## src/rtl/vectored_interrupt_controller.sv

```systemverilog
// Purpose : multi-source vectored interrupt controller (flag & mask & global enable -> priority pick -> vector)
// Latency : one clock from a pending source to irq; arbitration resumes the cycle after iret
// Backpress: irq is held with a stable vector/irq_id until ack; a request whose source drops before ack is withdrawn
//
// Ports:
//   clk, reset          - system clock, synchronous active-high reset
//   src_flag, src_mask  - per-source raised flag (level) and enable (1 = unmasked)
//   global_en           - SREG I bit, gates every source
//   ack, iret           - CPU took the vector / returned from the handler (1-cycle pulses)
//   irq                 - interrupt request to the CPU
//   vector, irq_id      - vector address and source index of the current or last request
//   in_service          - an acknowledged interrupt has not yet returned
//
// Build option: define RR_PRIORITY_EN for round-robin arbitration starting after the
// last acknowledged source; otherwise index 0 always wins.

module vectored_interrupt_controller #(
    parameter int NUM_SRC       = 8,
    parameter int ID_WIDTH      = 3,
    parameter int I_ADDR_WIDTH  = 10,
    parameter int VECTOR_BASE   = 1,
    parameter int VECTOR_STRIDE = 1
) (
    input  logic                    clk,
    input  logic                    reset,
    input  logic [NUM_SRC-1:0]      src_flag,
    input  logic [NUM_SRC-1:0]      src_mask,
    input  logic                    global_en,
    input  logic                    ack,
    input  logic                    iret,
    output logic                    irq,
    output logic [I_ADDR_WIDTH-1:0] vector,
    output logic [ID_WIDTH-1:0]     irq_id,
    output logic                    in_service
);

    typedef enum logic [1:0] {
        ST_IDLE = 2'd0,
        ST_REQ  = 2'd1,
        ST_SVC  = 2'd2
    } state_t;

    state_t                  state_q, state_d;
    logic                    irq_q, irq_d;
    logic [I_ADDR_WIDTH-1:0] vector_q, vector_d;
    logic [ID_WIDTH-1:0]     irq_id_q, irq_id_d;
    logic                    in_service_q, in_service_d;

    logic [NUM_SRC-1:0]      pend;
    logic                    pend_cur;
    logic [ID_WIDTH-1:0]     sel_id;
    logic [I_ADDR_WIDTH-1:0] sel_vec;

    assign pend = src_flag & src_mask & {NUM_SRC{global_en}};

    // Pending state of the source currently being requested; compared by index
    // value so the selector width never has to match the flag vector width.
    always_comb begin
        pend_cur = 1'b0;
        for (int i = 0; i < NUM_SRC; i++) begin
            if (irq_id_q == ID_WIDTH'(i)) begin
                pend_cur = pend[i];
            end
        end
    end

`ifdef RR_PRIORITY_EN
    logic [ID_WIDTH-1:0] last_q, last_d;
    int                  rr_start;
    logic                rr_found;

    // Walk the sources starting one past the last acknowledged index, wrapping.
    always_comb begin
        sel_id   = '0;
        rr_found = 1'b0;
        rr_start = int'(last_q) + 1;
        if (rr_start >= NUM_SRC) begin
            rr_start = 0;
        end
        for (int off = 0; off < NUM_SRC; off++) begin
            for (int i = 0; i < NUM_SRC; i++) begin
                if (!rr_found && pend[i] && (i == (rr_start + off) % NUM_SRC)) begin
                    sel_id   = ID_WIDTH'(i);
                    rr_found = 1'b1;
                end
            end
        end
    end
`else
    // Fixed priority: scan downwards so the lowest pending index is written last.
    always_comb begin
        sel_id = '0;
        for (int i = NUM_SRC - 1; i >= 0; i--) begin
            if (pend[i]) begin
                sel_id = ID_WIDTH'(i);
            end
        end
    end
`endif

    // Truncating arithmetic at vector width; overflow wraps silently.
    assign sel_vec = I_ADDR_WIDTH'(VECTOR_BASE)
                   + I_ADDR_WIDTH'(sel_id) * I_ADDR_WIDTH'(VECTOR_STRIDE);

    always_comb begin
        state_d      = state_q;
        irq_d        = irq_q;
        vector_d     = vector_q;
        irq_id_d     = irq_id_q;
        in_service_d = in_service_q;
`ifdef RR_PRIORITY_EN
        last_d       = last_q;
`endif
        unique case (state_q)
            ST_IDLE: begin
                if (pend != '0) begin
                    irq_d    = 1'b1;
                    irq_id_d = sel_id;
                    vector_d = sel_vec;
                    state_d  = ST_REQ;
                end
            end
            ST_REQ: begin
                // ack wins over a same-cycle withdrawal; no re-arbitration here.
                if (ack) begin
                    irq_d        = 1'b0;
                    in_service_d = 1'b1;
                    state_d      = ST_SVC;
`ifdef RR_PRIORITY_EN
                    last_d       = irq_id_q;
`endif
                end else if (!pend_cur) begin
                    irq_d   = 1'b0;
                    state_d = ST_IDLE;
                end
            end
            ST_SVC: begin
                if (iret) begin
                    in_service_d = 1'b0;
                    state_d      = ST_IDLE;
                end
            end
            default: begin
                irq_d        = 1'b0;
                in_service_d = 1'b0;
                state_d      = ST_IDLE;
            end
        endcase
    end

    always_ff @(posedge clk) begin
        if (reset) begin
            state_q      <= ST_IDLE;
            irq_q        <= 1'b0;
            vector_q     <= '0;
            irq_id_q     <= '0;
            in_service_q <= 1'b0;
`ifdef RR_PRIORITY_EN
            last_q       <= ID_WIDTH'(NUM_SRC - 1);
`endif
        end else begin
            state_q      <= state_d;
            irq_q        <= irq_d;
            vector_q     <= vector_d;
            irq_id_q     <= irq_id_d;
            in_service_q <= in_service_d;
`ifdef RR_PRIORITY_EN
            last_q       <= last_d;
`endif
        end
    end

    assign irq        = irq_q;
    assign vector     = vector_q;
    assign irq_id     = irq_id_q;
    assign in_service = in_service_q;

endmodule

```

## config.mk

```make
export PLATFORM = sky130hd
export DESIGN_NAME = vectored_interrupt_controller
export DESIGN_NICKNAME = d
export VERILOG_FILES = /design/src/rtl/vectored_interrupt_controller.sv
export SDC_FILE = /design/constraint.sdc
export NUM_CORES = 1
export LEC_CHECK = 0
export CORE_MARGIN = 4
export CORE_UTILIZATION = 34
export DETAILED_ROUTE_END_ITERATION = 16
export PLACE_DENSITY = 0.74
export REMOVE_ABC_BUFFERS = 1
export SLEW_MARGIN = 20
export SYNTH_ARGS = -nofsm -noshare
export SYNTH_HDL_FRONTEND = slang
export SYNTH_SLANG_ARGS = --single-unit
```

## constraint.sdc

```tcl
create_clock -name clk -period 1.53 [get_ports clk]
set_clock_uncertainty 0.2 [all_clocks]
set_input_delay 0.2295 -clock clk [delete_from_list [all_inputs] [get_ports clk]]
set_output_delay 0.2295 -clock clk [all_outputs]
set_load 0.02 [all_outputs]
```

### Yosys cells after proc, flatten, opt, wreduce, memory -nomap -nowiden

Cells that the tools add are included.

* flip-flop bits (word level): 17
* input port bits: 21
* output and inout bits: 15
* logic and storage cells: 58

* $add $sub $neg: 1
* equal/unequal tests: 13
* mux-type cells: 28
* bitwise logic cells: 4
* reduce and logical (&&, ||, !) cells: 7

Operator list (count)
* 3-bit two-way mux: 8
* 8-bit AND: 2
* 1-bit two-way mux: 13
* 3-bit == test (second input constant): 4
* 3-bit AND reduction: 3
* 2-bit two-way mux: 4
* 8-bit nonzero test: 1
* 3-bit by 2-bit == test with 1-bit output (second input constant): 2
* 2-bit inequality test (second input constant): 3
* 1-bit case mux with 3 select lines: 2
* 2-bit case mux with 3 select lines: 1
* 1-bit by 3-bit adder with 4-bit output (first input constant): 1
* 3-bit by 1-bit == test with 1-bit output (second input constant): 1
* 3-bit zero test: 1
* 3-bit inequality test (second input constant): 1
* 2-bit by 1-bit == test with 1-bit output (second input constant): 1
* 2-bit == test (second input constant): 1
* 2-bit zero test: 1
* 1-bit NOT: 2
* 2-bit AND reduction: 1

### Longest topological paths before layout

* word-level depth: 13
* mapped depth: 8
* depth with buffers taken out: 8

### Worst setup path after synthesis

Ideal clock, no wire load.

* kind: flip-flop to flip-flop
* start: register irq_id_q[1] (netlist: irq_id[1])
* end: register irq_q (netlist: irq)
* setup time: 86 ps
* data arrival time: 1433 ps
* data required time: 1244 ps
* slack: -189 ps
* cell stages (with the launch flop): 5
* buffers on the path: 0
* period minus slack after synthesis: 1719 ps
* cell sequence: dfxtp_1 mux4_2 mux2i_1 nand2_1 a211oi_1

* longest elaborated chain between the ends: 11

RTL lines
* start: declaration: RTL line 46 `logic [ID_WIDTH-1:0] irq_id_q, irq_id_d;`
* start signal: assignment: RTL line 165 `irq_id_q <= irq_id_d;`
* 3-bit zero test: RTL line 61 `if (irq_id_q == ID_WIDTH'(i)) begin`
* 1-bit two-way mux (7 in a row): RTL line 61
* 1-bit two-way mux *: RTL line 61
* 3-bit inequality test (no source line) *
* 3-bit AND reduction (no source line) *
* end signal: assignment: RTL line 163 `irq_q <= irq_d;`
* end: declaration: RTL line 44 `logic irq_q, irq_d;`

Mark *: on every way between the ends. The rest lies on a longest branch, timed or not.
A chain may end at the register's enable or synchronous reset.

### Worst setup path in the final report

Same ends and word-level chain as after synthesis.

==> impl_metrics.tcl <==
set metrics [dict create \
    status "finished, violations left" \
    violations "negative setup slack" \
    drive_above_1_share_pct 36.92 \
    ys_seq_area_share_pct 33.15 \
    first_iter_violations 19 \
    fin_crit_ps 1609 \
    yosysMostFrequentCell "nand2_1" \
    yosys_warnings 0 \
    rsz0062_at_grt "yes" \
    final-hold-violation-count 0 \
    hp-class "flop to flop" \
    cts-hold-fix-buffers 0 \
    n_antenna_cell 0 \
    cts_buffers 3 \
    yosysUniqueCellTypes 27 \
    path_cells "mux4_2, mux2i_1, nand2_1, a211oi_2" \
    ant_nets 0 \
    final_net_count 153 \
    hpwlAfterDp_mm 1.620 \
    cpPeakStageDelay_ps 500 \
    ioPinCount 36 \
    die_w_um 52.21 \
    clock-root-buffer "clkbuf_4" \
    grt_first_pass_wirelength_mm 3.601 \
    synthArstFlopShare_pct 0 \
    fp-row-count 15 \
    end_kind "flop" \
    drc 0 \
    port_buffers 29 \
    coreArea_um2 1783 \
    critPathMaxFanout 4 \
    grt_use_total_pct 18.29 \
    grt_max_degree 12 \
    fmax_mhz 621.7 \
    via_per_inst 5.148 \
    max-vdd-ir-drop_mv 0.4933 \
    final_util_pct 66.81 \
    routed_wl_mm 2.327 \
    leakage_nw 0.5228 \
    grt_pass1_vias 797 \
    die_area_um2 2725 \
    synth_top_cell_by_area "dfxtp_1" \
    dp_slack_ps -851.0 \
    fin_tns_setup_ps -258.9 \
    cts_sinks 11 \
    cts_tree "built" \
    gp_congestion 0.8122 \
    cts.htree.levels 1 \
    synth-seq-cells 11 \
    start_kind "flop" \
    synth_area_leaders "dfxtp_1 33%, nand2_1 10%, a21oi_1 8.3%, buf_4 6.8%, mux4_2 6.8%" \
    power_density_nw_per_um2 687.6 \
    synthCells 82 \
    worst_path_max_delay_cell "mux4_2" \
    globalRoute.totalOverflow 0 \
    die_height_um 52.21 \
    setup_viol 7 \
    finalCritPeriodShare_pct 105.1 \
    area_growth_pct 79.28 \
    path_clk_slew_ps 70 \
    post-place-cells 147 \
    fin_cells 155 \
    worstPathArrival_ps 1600 \
    synth_top_cell_area_share_pct 33.15 \
    drv_cap 0 \
    antenna_found_initial 0 \
    synth-edff-count 0 \
    critPathTopFamily "multiplexers" \
    ys_top_cells_by_count "18 x nand2_1, 11 x a21oi_1, 11 x dfxtp_1" \
    clkLatencyLatePin_ps 270 \
    ys.flop_type "dfxtp_1" \
    criticalPathCategory "flop to flop" \
    crit_buf_inv 0 \
    finalWorstSetupSlack_ps -78.57 \
    routed-via-count 798 \
    crit_required_ps 1530 \
    avgSynthCellArea_um2 8.102 \
    initial_utilization_pct 37.26 \
    clk_path_buf_depth 2 \
    drt_first_pass_iters 4 \
    wl_per_cell_um 15.01 \
    drv_slew 0 \
    netlist_area_um2 664.4 \
]
-- sequential cells by signal, summed over array words and instances (netlist names) --
signal,flops
in_service,1
irq_id,3
vector,4
irq,1
state_q,2
-- power breakdown --
group | leakage (nW) | switching (mW) | internal, mW
sequential | 0.0911 | 0.0128 | 0.304
clock | 0.0150 | 0.0989 | 0.101
combinational | 0.417 | 0.156 | 0.146
-- metal layers --
metal	up-vias	share of wire (%)	routed length, µm	GRT usage (%)
li1	383	-	-	-
met1	373	37	871	19.55
met2	31	54	1260	34.94
met3	11	5.8	136	5.413
met4	0	2.5	58	3.830
met5	-	0	0	0
-- per-stage QoR --
| stage | total power, mW | area (µm²) | hold WS, ps |
|---|---|---|---|
| 5_1_grt | 0.8615 | 1191 | 287.6 |
| 6_report | 0.8191 | 1191 | 266.0 |
| 4_1_cts | 0.8063 | 1175 | 255.5 |
| 2_1_floorplan | 0.4461 | 634.4 | 91.94 |
| 3_5_place_dp | 0.5904 | 1054 | 248.4 |
| 3_3_place_gp | 0.5833 | 1054 | 244.6 |
-- kinds of logic after synthesis --
family	Yosys count	synth area share, %
buffers and inverters	8	7.908
muxes	3	8.286
other	1	0.5644
DFF	11	33.14
and+or+nand+nor	36	25.99
AOI/OAI and AO/OA	22	22.22
adders and majority gates	1	1.883
-- path summary, 6_finish.rpt --
path | start | end | slack, ps | cells past startpoint
worst min register to register | vector[3] | vector[3] | 270 | 2
worst max register to register | irq_id[1] | irq | -80 | 4
worst max-delay path | irq_id[1] | irq | -80 | 4
worst min-delay path | vector[3] | vector[3] | 270 | 2
-- cell usage in the layout (no fill, tap or decap), types with 2 or more instances in the layout --
master	instances
dlygate4sd2_1	25
buf_4	16
nand2_1	12
dfxtp_1	9
a21oi_1	8
nor2_1	7
nand2_2	6
conb_1	6
a21oi_2	4
clkbuf_4	3
clkdlybuf4s50_1	3
a31oi_4	2
nand3_1	2
nand3b_1	2
mux4_2	2
-- repair_timing --
item | 4_1_cts | 5_1_grt
buffers inserted | 3 | 1
gates cloned | 0 | 0
endpoints found under the setup margin | 18 | 9
gates resized for setup | 52 | 3
pin swaps | 19 | 2
-- layout make-up --
class,instances,area (µm²)
clock buffer,4,26.28
fill,153,591.8
inverter,1,3.754
multi-input combinational,68,514.2
sequential,11,225.2
tap,25,31.28
timing repair buffer,46,390.4
-- tightest hold or removal path: stages, from the launching register on --
cell     delay, ps
dfxtp_1        310
nand2_1         50
a21oi_1         50
No activity file was read; power rests on OpenSTA's default activity.
==> RTL edit: new RTL, config.mk and constraints unchanged <==
Build with the macro `RR_PRIORITY_EN` defined.
--- a/src/rtl/vectored_interrupt_controller.sv
+++ b/src/rtl/vectored_interrupt_controller.sv
@@ -13,6 +13,8 @@
 //
 // Build option: define RR_PRIORITY_EN for round-robin arbitration starting after the
 // last acknowledged source; otherwise index 0 always wins.
+
+`define RR_PRIORITY_EN
 
 module vectored_interrupt_controller #(
     parameter int NUM_SRC       = 8,
Check against the original RTL: not settled (the Yosys comparison gave no result); the edit may change what the design does.
==> RTL edit against the unedited design <==
  * The flow still finishes with violations (setup timing)
  * Clock power is 85% higher
  * Largest cell class unchanged
  * Sequential share of layout area is 12 points lower
  * Synthesized area grew to 3.5 times the old value
  * Wire length grew to 5.3 times the old value
  * Final area grew to 3.7 times the old value
  * First-iteration DRC count grew to 20 times the old value
  * Sequential cell count is 3 higher
  * Global-route usage is 11 points higher
  * Non-clock buffer count is 160 higher
  * Sequential power is 34% higher
  * Total power grew to 3.0 times the old value
  * Synthesized cell count grew to 4.1 times the old value
  * Worst setup slack worse by 1.9 ns
==> RTL edit: results (changes against the unedited design) <==
Run status = finished with violations
Failing checks = setup timing
Fraction of the mapped netlist area in adder cells = 4.897% (+3.0 points)
Plain + repair buffers = 206 (+350%)
CTS sink count = 14 (+3)
Via count = 3770 (+370%)
Internal = 1.445 mW (+160%)
Worst R2R Path Depth = 14 (+10)
Sequential-to-total area share from yosys stat = 12.19% (-21 points)
Non-clk invs = 5 (+4)
Clk tree area frac = 1.235% (-0.97 points)
First-pass GRT wire length = 19150 µm (+430%)
Reg area = 291.5 µm² (+29%)
Multi-input gates = 302 (+340%)
DRT iter0 DRCs = 376 (+357)
Mux cell area share after synthesis = 3.700% (-4.6 points)
Worst Path Arrival = 3.51 ns (+1.91 ns)
Vias in the first global route = 3663 (+360%)
Post-route setup slack = -1.985 ns (-1.906 ns)
Layout cell share with drive strength beyond 1 = 50.47% (+14 points)
CP max FO = 7 (+3)
Worst slack, placed = -2.265 ns (-1.414 ns)
Crit path largest cell delay = 0.58 ns (+0.08 ns)
First-pass detailed-route iteration total = 5 (+1)
Post-synth top cells = nand2_1 (42), nor2_1 (32), nand4_1 (30)
Crit path from = last_q[1]
Post-CTS Setup Bufs = 21 (+18)
Data buffer area share = 37.76% (+5.0 points)
Overall routing resource usage = 28.88% (+11 points)
Xor-xnor portion of the synthesized cell area = 0.7617% (+0.76 points)
Post-CTS Resized = 157 (+200%)
Maximum VDD drop = 650.5 µV (+32%)
Final setup fails = 9 (+2)
Critical path's slowest cell = or4_4
Seq power = 424 µW (+34%)
Min-delay src = vector[0]
Routability cong. = 0.9708 (+20%)
Synth top area cells = dfxtp_1 (12%), nand4_1 (8.2%), nand2_1 (6.9%), a21oi_1 (5.2%), nor2_1 (5.2%)
WL per Instance = 20.31 µm (+35%)
RR Endpoint = vector[2]
Compound-Gate Fraction of Synth Area = 30.25% (+8.0 points)
Crit-path leading delay family = simple AND/OR/NAND/NOR gates
HPWL Detailed = 9054 µm (+460%)
Distinct cells, synth = 64 (+140%)
Fin nets = 562 (+270%)
RTL edit: worst max-delay path by stage:
stage	end	slack [ns]	depth (start not counted)
floorplan	vector[2]	-2.31	12
global placement	vector[2]	-2.17	11
detailed placement	vector[2]	-2.27	11
CTS	vector[1]	-1.83	15
global route	vector[2]	-2.09	13
finish	vector[2]	-1.98	14
RTL edit: per-stage QoR:
step | cell area [µm²] | std cells | TNS (ns) | hold slack (ns) | power [mW]
after floorplan | 2190 | 321 | -15.23 | 0.09857 | 1.000
after global placement | 3710 | 578 | -15.94 | 0.2455 | 1.697
after detailed placement | 3710 | 578 | -16.70 | 0.2503 | 1.713
after CTS | 4267 | 601 | -12.50 | 0.2565 | 2.311
after global routing | 4457 | 608 | -14.36 | 0.2801 | 2.587
final | 4457 | 608 | -13.53 | 0.2560 | 2.471
RTL edit: per-layer routing:
layer	GRT usage, %	vias to the layer above	part of all wire, %
met3	4.090	62	8.5
met5	0	-	0
met4	13.14	0	5.4
met1	37.44	1768	40
li1	-	1697	-
met2	47.29	243	46
